**config.mk**
```make
export PLATFORM = sky130hd
export DESIGN_NAME = imm_decode_stage_flat
export DESIGN_NICKNAME = d
export VERILOG_FILES = /design/src/rtl/imm_decode_stage_if.sv /design/src/rtl/imm_decode_stage.sv /design/src/flat_wrapper.sv
export SDC_FILE = /design/constraint.sdc
export NUM_CORES = 1
export LEC_CHECK = 0
export ABC_AREA = 1
export CORE_MARGIN = 8
export CORE_UTILIZATION = 53
export DETAILED_ROUTE_END_ITERATION = 8
export PLACE_DENSITY = 0.91
export SYNTH_ARGS = -nofsm -noshare
export SYNTH_HDL_FRONTEND = slang
export SYNTH_SLANG_ARGS = --single-unit
export TNS_END_PERCENT = 50
```
**constraint.sdc**
```tcl
create_clock -name clk -period 2.1 [get_ports clk]
set_input_delay 0.63 -clock clk [delete_from_list [all_inputs] [get_ports clk]]
set_output_delay 0.63 -clock clk [all_outputs]
set_load 0.005 [all_outputs]
```
**src/rtl/imm_decode_stage_if.sv**
```systemverilog
// rtl/imm_decode_stage_if.sv - instruction-in / immediate-out handshake bundle for imm_decode_stage
interface imm_decode_stage_if #(
   parameter int XLEN  = 32,
   parameter int CNT_W = 16
) ();
   logic             in_valid;
   logic             in_ready;
   logic [31:0]      in_instr;
   logic             out_valid;
   logic             out_ready;
   logic [XLEN-1:0]  out_imm;
   logic [2:0]       out_fmt;
   logic [CNT_W-1:0] illegal_cnt;

   // Upstream/downstream agent view: drives instructions and out_ready
   modport master (
      output in_valid, in_instr, out_ready,
      input  in_ready, out_valid, out_imm, out_fmt, illegal_cnt
   );

   // Decode stage view
   modport slave (
      input  in_valid, in_instr, out_ready,
      output in_ready, out_valid, out_imm, out_fmt, illegal_cnt
   );
endinterface

```
**src/rtl/imm_decode_stage.sv**
```systemverilog
// rtl/imm_decode_stage.sv - RISC-V immediate/format decoder with 2-entry skid FIFO and illegal counter
module imm_decode_stage #(
   parameter int XLEN  = 32,
   parameter int CNT_W = 16
) (
   input  logic                  clk,
   input  logic                  rst_n,
   input  logic                  flush,
   imm_decode_stage_if.slave     bus
);

   localparam logic [2:0] FMT_R   = 3'd0;
   localparam logic [2:0] FMT_I   = 3'd1;
   localparam logic [2:0] FMT_S   = 3'd2;
   localparam logic [2:0] FMT_B   = 3'd3;
   localparam logic [2:0] FMT_U   = 3'd4;
   localparam logic [2:0] FMT_J   = 3'd5;
   localparam logic [2:0] FMT_ILL = 3'd7;

   logic [31:0]      w_instr;
   logic [2:0]       w_fmt;
   logic [31:0]      w_imm32;
   logic [XLEN-1:0]  w_imm;
   logic             w_accept;
   logic             w_retire;

   logic [XLEN-1:0]  r_imm [0:1];
   logic [2:0]       r_fmt [0:1];
   logic             r_rd_ptr;
   logic             r_wr_ptr;
   logic [1:0]       r_occ;
   logic [CNT_W-1:0] r_cnt;

   assign w_instr = bus.in_instr;

   // Classify the opcode; the RV64 word-op opcodes are only legal when XLEN is 64
   always_comb begin
      w_fmt = FMT_ILL;
      case (w_instr[6:0])
         7'b0000011, 7'b0010011, 7'b1100111,
         7'b0001111, 7'b1110011: w_fmt = FMT_I;
         7'b0100011:             w_fmt = FMT_S;
         7'b1100011:             w_fmt = FMT_B;
         7'b0110111, 7'b0010111: w_fmt = FMT_U;
         7'b1101111:             w_fmt = FMT_J;
         7'b0110011:             w_fmt = FMT_R;
         7'b0011011:             w_fmt = (XLEN == 64) ? FMT_I : FMT_ILL;
         7'b0111011:             w_fmt = (XLEN == 64) ? FMT_R : FMT_ILL;
         default:                w_fmt = FMT_ILL;
      endcase
   end

   // Assemble the 32-bit immediate for the decoded format; R and illegal give zero
   always_comb begin
      w_imm32 = 32'd0;
      case (w_fmt)
         FMT_I: w_imm32 = {{20{w_instr[31]}}, w_instr[31:20]};
         FMT_S: w_imm32 = {{20{w_instr[31]}}, w_instr[31:25], w_instr[11:7]};
         FMT_B: w_imm32 = {{19{w_instr[31]}}, w_instr[31], w_instr[7],
                           w_instr[30:25], w_instr[11:8], 1'b0};
         FMT_U: w_imm32 = {w_instr[31:12], 12'd0};
         FMT_J: w_imm32 = {{11{w_instr[31]}}, w_instr[31], w_instr[19:12],
                           w_instr[20], w_instr[30:21], 1'b0};
         default: w_imm32 = 32'd0;
      endcase
   end

   // Bit 31 of the 32-bit immediate already carries instr[31] for every signed format
   assign w_imm = XLEN'($signed(w_imm32));

   // Ready depends on occupancy alone so there is no combinational path from out_ready
   assign bus.in_ready    = (r_occ != 2'd2);
   assign bus.out_valid   = (r_occ != 2'd0);
   assign bus.out_imm     = r_imm[r_rd_ptr];
   assign bus.out_fmt     = r_fmt[r_rd_ptr];
   assign bus.illegal_cnt = r_cnt;

   assign w_accept = bus.in_valid && bus.in_ready;
   assign w_retire = bus.out_valid && bus.out_ready;

   // FIFO storage and pointers; flush empties without retiring and discards a same-cycle accept
   always_ff @(posedge clk or negedge rst_n) begin
      if (!rst_n) begin
         r_imm[0] <= '0;
         r_imm[1] <= '0;
         r_fmt[0] <= FMT_R;
         r_fmt[1] <= FMT_R;
         r_rd_ptr <= 1'b0;
         r_wr_ptr <= 1'b0;
         r_occ    <= 2'd0;
      end else if (flush) begin
         r_rd_ptr <= 1'b0;
         r_wr_ptr <= 1'b0;
         r_occ    <= 2'd0;
      end else begin
         if (w_accept) begin
            r_imm[r_wr_ptr] <= w_imm;
            r_fmt[r_wr_ptr] <= w_fmt;
            r_wr_ptr        <= ~r_wr_ptr;
         end
         if (w_retire) begin
            r_rd_ptr <= ~r_rd_ptr;
         end
         case ({w_accept, w_retire})
            2'b10:   r_occ <= r_occ + 2'd1;
            2'b01:   r_occ <= r_occ - 2'd1;
            default: r_occ <= r_occ;
         endcase
      end
   end

   // Saturating count of accepted illegal instructions; flush neither counts nor clears
   always_ff @(posedge clk or negedge rst_n) begin
      if (!rst_n) begin
         r_cnt <= '0;
      end else if (w_accept && !flush && (w_fmt == FMT_ILL) && (r_cnt != {CNT_W{1'b1}})) begin
         r_cnt <= r_cnt + 1'b1;
      end
   end

endmodule

```
**src/flat_wrapper.sv**
```systemverilog
// flat-port wrapper written by rule: the top's interface ports become plain ports
module imm_decode_stage_flat 
#(
   parameter int XLEN  = 32,
   parameter int CNT_W = 16
)
  (clk, rst_n, flush, bus_in_valid, bus_in_instr, bus_out_ready, bus_in_ready, bus_out_valid, bus_out_imm, bus_out_fmt, bus_illegal_cnt);
  imm_decode_stage_if #(.XLEN(XLEN), .CNT_W(CNT_W)) bus_i ();
  input  logic clk;
  input  logic rst_n;
  input  logic flush;
  input wire logic [$bits(bus_i.in_valid)-1:0] bus_in_valid;
  input wire logic [$bits(bus_i.in_instr)-1:0] bus_in_instr;
  input wire logic [$bits(bus_i.out_ready)-1:0] bus_out_ready;
  output wire logic [$bits(bus_i.in_ready)-1:0] bus_in_ready;
  output wire logic [$bits(bus_i.out_valid)-1:0] bus_out_valid;
  output wire logic [$bits(bus_i.out_imm)-1:0] bus_out_imm;
  output wire logic [$bits(bus_i.out_fmt)-1:0] bus_out_fmt;
  output wire logic [$bits(bus_i.illegal_cnt)-1:0] bus_illegal_cnt;
  assign bus_i.in_valid = bus_in_valid;
  assign bus_i.in_instr = bus_in_instr;
  assign bus_i.out_ready = bus_out_ready;
  assign bus_in_ready = bus_i.in_ready;
  assign bus_out_valid = bus_i.out_valid;
  assign bus_out_imm = bus_i.out_imm;
  assign bus_out_fmt = bus_i.out_fmt;
  assign bus_illegal_cnt = bus_i.illegal_cnt;
  imm_decode_stage #(.XLEN(XLEN), .CNT_W(CNT_W)) u_core (.clk(clk), .rst_n(rst_n), .flush(flush), .bus(bus_i));
endmodule
```
==> metrics.txt, run 1 <==
period utilisation layout 99.1%; Synth Register Bits 90; post-route ant nets 0; largest family of logic cells by synthesized area simple AND/OR/NAND/NOR gates; Cell Area, Synth roughly 4800 µm²; critical path type flop to output pin; critical path arrival 1.45 ns; outcome completed; Yosys top cell area share 46.5%; static leakage approximately 3.6 nW; worst vdd ir 349 µV; top cells by area, synth dfrtp_1 (46%), nand2_1 (30%), nand3_1 (5.7%); Required @ worst endpoint roughly 1.5 ns; Yosys top cell by area dfrtp_1; WL per Instance 16.3 µm; DRT Pass-1 Iters 6; crit-path max FO 5; worst-path cell chain buf_6 > buf_6 > buf_6 > nand2_1 > nand2_1 > buf_2; grt ovf 0; crit end category output pin; YS warnings 0; GR Util All Layers 24.1%; DR DRC count 0; IO Pins 90; Initial Util 53.4%; cell total after placement 896; post-synthesis mux area share 0%; Buffers on Ports 89; final hold vios 0; Worst Setup Start Kind flop; slowest CP cell dfrtp_2; HP Class input pin to asynchronous set/reset pin; final number of max-transition violations 0; Via Count around 5100; worst clock skew 0.0183 ns; syn nets 722; crit-path max cell delay approximately 0.47 ns; Iteration-0 DRC Markers 541; Max-slew headroom 63.0%; clock tree buffer depth 2; global-route wire length before repair about 24000 µm; Avg Inst Size Synth 7.08 µm²; core region area 9060 µm²; Final min period 2.08 ns; register area share after synthesis a little under half; Post-DP HPWL 10100 µm; vias in the first global route 5250; Final GP Congestion 1.00; Reg clk slew, reported paths 0.11 ns; max frequency 481 MHz; max-capacitance violation count 0; CTS tree done; Syn-to-layout area delta 31.9%; clock sink count 90; Worst-Margin Slew approximately 0.56 ns; root buffer cell clkbuf_8; Post-Synth Simple-Gate Area 42.8%; fin nets 841; largest net degree at the start of global routing 39; final WL approximately 15000 µm; die width ~110 µm; unrepaired setup endpoints after global routing true; layout cells sized above 1 17.1%; xor and xnor area share after synthesis 2.53%; most used cell, CP buf_6; clock latency at the later pin of the worst-skew pair 0.37 ns; Vias/cell between 5 and 6; H-tree levels 3; initial antenna violation count 0; num rows 35; Power Dens Cells 675 nW/µm²; Compound-Gate Fraction of Synth Area 3.23%; Die H ~110 µm; Post-Synth Adder-Cell Area 0.258%; ANT cells 0; post-synth cell types 27; fin cells 919; die area about 12000 µm²; TritonCTS Buffers 9; endpoints failing setup 0; Syn Inst Count approximately 700; Pwr Total ~4.3 mW
cell type report:
class / instances / area, µm²
flip-flops and latches: 90 / 2250
well taps: 111 / 139
inverters: 26 / 103
multi-input cells: 541 / 2410
clock buffers: 10 / 128
fillers: 631 / 2680
repair buffers: 135 / 1280
clock inverters: 6 / 73.8
critical path: cells and delay by family, from the launching register on:
| kind | cells | cell delay (ns) |
|---|---|---|
| and+or+nand+nor | 2 | 0.10 |
| buffers and inverters | 4 | 0.51 |
| DFF | 1 | 0.47 |
logic make-up (layout without fill, tap and decap cells):
family | count (synthesis) | count (layout)
xor+xnor | 14 | 14
compound gates | 28 | 28
simple gates | 498 | 498
fa+ha+maj | 1 | 1
buf+inv | 53 | 177
flops | 90 | 90
metrics by stage:
step / setup TNS (ns) / util [%] / setup WS (ns) / area [µm²] / hold slack (ns)
detailed placement: -18.23 / 68.0 / -0.270 / 6160 / 0.465
CTS: -0.254 / 70.8 / -0.0688 / 6420 / 0.253
global route: -0.163 / 70.5 / -0.0310 / 6390 / 0.267
floorplan: 0 / - / 0.384 / 4840 / 0.334
finish: 0 / 70.5 / 0.0189 / 6390 / 0.247
global placement: -11.27 / 68.0 / -0.195 / 6160 / 0.461
routing by layer:
metal,GRT usage (%),vias to the layer above,share of wire (%)
li1,-,2362,-
met1,28.1,2404,39
met2,40.2,305,48
met3,5.41,65,8.4
met4,13.8,0,4.2
met5,0,-,0
cell usage in the layout (no fill, tap or decap), drive strengths merged:
| cell type | Yosys | final |
|---|---|---|
| nand3b | 1 | 1 |
| ha | 1 | 1 |
| dfrtp | 90 | 90 |
| a31oi | 4 | 4 |
| nor3 | 1 | 1 |
| dlygate4sd2 | 0 | 1 |
| inv | 26 | 28 |
| or2 | 1 | 1 |
| clkdlybuf4s50 | 0 | 48 |
| o21ai | 12 | 12 |
| nor2 | 44 | 44 |
| clkbuf | 12 | 22 |
| clkdlybuf4s15 | 0 | 4 |
| xor2 | 9 | 9 |
| clkinv | 0 | 3 |
| buf | 15 | 66 |
| a21oi | 12 | 12 |
| dlymetal6s2s | 0 | 4 |
| bufinv | 0 | 1 |
| nand3 | 57 | 57 |
| nand4 | 6 | 6 |
| nand2 | 388 | 388 |
| xnor2 | 5 | 5 |
cells in the mapped netlist:
cell type and count:
nand3_4 2, a31oi_1 4, o21ai_1 5, o21ai_0 7, nand3b_4 1, buf_2 10
inv_1 17, nand3_1 55, nor2_2 3, buf_4 2, inv_2 9, clkbuf_1 12
nand2_1 381, nand2_2 7, nor2_1 36, a21oi_1 11, or2_2 1, nand4_1 6
buf_1 2, a21oi_4 1, buf_6 1, xnor2_1 5, dfrtp_1 90, ha_1 1
nor3_4 1, nor2_4 5, xor2_1 9
report_power, final:
part / switching, mW / internal, mW
Clock: 0.678 / 0.569
Combinational: 0.533 / 0.471
Sequential: 0.153 / 1.91
Total: 1.36 / 2.95
sequential cells by signal (all words and copies together), names as in the netlist:
name and cells:
u_core.r_fmt 6, u_core.r_occ 2, u_core.r_wr_ptr 1, u_core.bus.illegal_cnt 16, u_core.r_rd_ptr 1, u_core.r_imm 64
timing repair:
item / CTS / global route
hold buffers: 0 / 0
buffers inserted: 6 / 1
cloned: 3 / 0
setup endpoints to repair: 37 / 52
resized for setup: 123 / 38
pin swaps: 0 / 8
worst paths after layout:
check / depth (start not counted) / slack, ns / start / end
hold reg to reg: 2 / 0.49 / u_core.r_imm[58]$_DFFE_PN0P_ / u_core.r_imm[58]$_DFFE_PN0P_
setup / recovery: 6 / 0.02 / u_core.r_rd_ptr$_DFFE_PN0P_ / bus_out_imm[28]
max in group asynchronous: 2 / 1.28 / rst_n / u_core.r_occ[1]$_DFFE_PN0P_
setup reg to reg: 9 / 0.22 / u_core.bus.illegal_cnt[0]$_DFFE_PN0P_ / u_core.bus.illegal_cnt[13]$_DFFE_PN0P_
min in group clk: 2 / 0.49 / u_core.r_imm[58]$_DFFE_PN0P_ / u_core.r_imm[58]$_DFFE_PN0P_
hold / removal: 1 / 0.25 / rst_n / u_core.r_imm[25]$_DFFE_PN0P_
Power figures use the tool's default switching activity.
==> inputs of run 2 (changes only) <==
--- a/config.mk
+++ b/config.mk
@@ -9,7 +9,9 @@
 export CORE_MARGIN = 8
 export CORE_UTILIZATION = 53
 export DETAILED_ROUTE_END_ITERATION = 8
+export HOLD_SLACK_MARGIN = 0.08
 export PLACE_DENSITY = 0.91
+export REMOVE_ABC_BUFFERS = 1
 export SYNTH_ARGS = -nofsm -noshare
 export SYNTH_HDL_FRONTEND = slang
 export SYNTH_SLANG_ARGS = --single-unit
==> run 2 against run 1 <==
The run now ends with setup timing left. First-iteration DRC count shrank 26%. Highest routed layer unchanged. Sequential share of layout area is 0.25 points lower. Largest cell class unchanged. Sequential cell count unchanged.
==> metrics.txt, run 2 (synthesized netlist as in run 1, its figures left out) <==
outcome finished, violations left; violated checks setup timing; Iteration-0 DRC Markers 403 (-26%); global-route wire length before repair 23900 µm (-2.6%); CTS tree done; num rows 35 (unchanged); Syn-to-layout area delta 32.9%; max reg flops 64 (unchanged); post-route ant nets 0 (unchanged); Power Dens Cells 689 nW/µm² (+2.0%); static leakage 3.61 nW (+0.66%); core region area 9060 µm² (unchanged); worst vdd ir 514 µV (+47%); setup slack at placement -0.275 ns (-0.00532 ns); max frequency 475 MHz (-1.1%); clock tree buffer depth 2 (unchanged); TritonCTS Buffers 9 (unchanged); GR Util All Layers 22.9% (-1.2 points); unrepaired setup endpoints after global routing true; Reg clk slew, reported paths 0.09 ns (-0.02 ns); Sw Share 30.5% (-1.1 points); final hold vios 0 (unchanged); R2R Path End u_core.bus.illegal_cnt[3]$_DFFE_PN0P_; grt ovf 0 (unchanged); Initial Util 53.4% (unchanged); final WL 14500 µm (-3.6%); fillers 670 (+6.2%); Final GP Congestion 0.940 (-6.1%); WL per Instance 15.8 µm (-3.3%); Pwr Total 4.43 mW (+2.7%); layout cells sized above 1 14.7% (-2.4 points); ANT cells 0 (unchanged); Internal Power 3.08 mW (+4.5%); endpoints failing setup 1 (+1); vias in the first global route 4932 (-6.1%); DR DRC count 0 (unchanged); DRT Pass-1 Iters 8 (+2); critical path type flop to output pin; cts hold-fix bufs 0 (unchanged); initial antenna violation count 0 (unchanged); IO Pins 90 (unchanged); Reg with most FFs u_core.r_imm; die area 12500 µm² (unchanged); Comb power frac 22.5% (-0.8 points); Buffers on Ports 89 (unchanged); Reg power frac 46.5% (-1.3 points); crit end category output pin; largest net degree at the start of global routing 43 (+10%); H-tree levels 3 (unchanged); FF+latch area 2250 µm² (unchanged); crit-path max FO 8 (+3); max-capacitance violation count 0 (unchanged); Post-DP HPWL 10000 µm (-0.99%); Crit Reg-Reg Startpoint u_core.bus.illegal_cnt[0]$_DFFE_PN0P_; commonest non-fill, non-tap cell in the layout nand2_1; Reg2Reg Depth 9 (unchanged); most frequent cells in the layout nand2_1 (373), dfrtp_1 (88), nand3_1 (55); footprint of the multi-input gates 2390 µm² (-0.83%); Vias/cell 5.53 (-1.1%); root buffer cell clkbuf_8; final number of max-transition violations 0 (unchanged); switching power 1.35 mW (-1.0%); setup ws final -0.00432 ns (-0.0232 ns); HP Class input pin to asynchronous set/reset pin; Max-slew headroom 76.0% (+13 points); Worst-Margin Slew 0.359 ns (-0.196 ns); Via Count 5061 (-1.5%); Worst Setup Start Kind flop; fin nets 838 (-0.36%); clock network power share 31.0% (+2.1 points); Die H 112 µm (unchanged); worst clock skew 0.0155 ns (-0.00280 ns); R2R Setup Slk 0.17 ns (-0.05 ns); Final min period 2.10 ns (+0.0232 ns); clock latency at the later pin of the worst-skew pair 0.37 ns (about the same); period utilisation layout 100% (+1.1 points); die width 112 µm (unchanged); Required @ worst endpoint 1.47 ns (about the same); critical path arrival 1.47 ns (+0.02 ns); clock sink count 90 (unchanged)
==> run 2: through the flow <==
stage,cell area [µm²],setup TNS (ns),std cells,hold WS [ns],utilization [%]
after floorplan,4720,0,657,0.334,-
after global placement,6160,-12.79,894,0.462,67.9
after detailed placement,6160,-16.44,894,0.466,67.9
after CTS,6410,-1.03,914,0.129,70.7
after global routing,6440,-0.186,916,0.134,71.0
final,6440,-0.00432,916,0.126,71.0
==> run 2: layout make-up <==
| cell class | instances | area share (%) |
|---|---|---|
| repair buffers | 132 | 20.5 |
| flip-flops and latches | 90 | 35.0 |
| clock inverters | 7 | 1.65 |
| clock buffers | 9 | 1.92 |
| multi-input cells | 541 | 37.2 |
| well taps | 111 | 2.16 |
| inverters | 26 | 1.59 |
==> run 2: routing by layer <==
| metal | vias to the layer above | global-route usage [%] | wire length [µm] |
|---|---|---|---|
| met2 | 241 | 39.0 | 7370 |
| li1 | 2362 | - | - |
| met5 | - | 0 | 0 |
| met1 | 2412 | 27.5 | 5670 |
| met3 | 46 | 4.65 | 1060 |
| met4 | 0 | 9.85 | 384 |
==> run 2: power by group through the flow <==
stage / clock (mW) / combinational, mW / sequential (mW)
after detailed placement: 0 / 0.967 / 2.09
final: 1.38 / 0.996 / 2.06
after floorplan: 0 / 0.399 / 2.07
after global placement: 0 / 0.938 / 2.07
after global routing: 1.45 / 1.09 / 2.08
after CTS: 1.38 / 0.974 / 2.06
==> run 2: how the worst max path moves through the flow <==
stage | from | to | slack [ns] | cells after the start
2_1_floorplan | bus_in_valid | u_core.r_fmt[1]$_DFFE_PN0P_ | 0.06 | 7
3_3_place_gp | bus_in_instr[6] | u_core.r_fmt[2]$_DFFE_PN0P_ | -0.19 | 7
3_5_place_dp | bus_in_instr[1] | u_core.r_imm[19]$_DFFE_PN0P_ | -0.27 | 10
4_1_cts | u_core.r_rd_ptr$_DFFE_PN0P_ | bus_out_imm[7] | -0.24 | 4
5_1_grt | u_core.r_rd_ptr$_DFFE_PN0P_ | bus_out_fmt[2] | -0.04 | 4
6_report | u_core.r_rd_ptr$_DFFE_PN0P_ | bus_out_imm[31] | -0.004 | 6
==> run 2: worst max-delay path: stages (launching register included) <==
cell and delay (ns):
dfrtp_2 0.45, clkinv_4 0.10, buf_12 0.15, buf_6 0.12
nand2_1 0.06, nand2_1 0.09, buf_2 0.14
==> run 2: repair_timing <==
| item | CTS | global route |
|---|---|---|
| gates cloned | 1 | 0 |
| setup buffers | 3 | 2 |
| gates resized for setup | 58 | 49 |
| endpoints found under the setup margin | 36 | 39 |
==> inputs of run 3 (changes only) <==
--- a/config.mk
+++ b/config.mk
@@ -8,6 +8,7 @@
 export ABC_AREA = 1
 export CORE_MARGIN = 8
 export CORE_UTILIZATION = 53
+export CTS_CLUSTER_SIZE = 8
 export DETAILED_ROUTE_END_ITERATION = 8
 export HOLD_SLACK_MARGIN = 0.08
 export PLACE_DENSITY = 0.91
==> results of run 3 <==
Same layout as run 2: the final DEF is identical, and so are final timing and power.
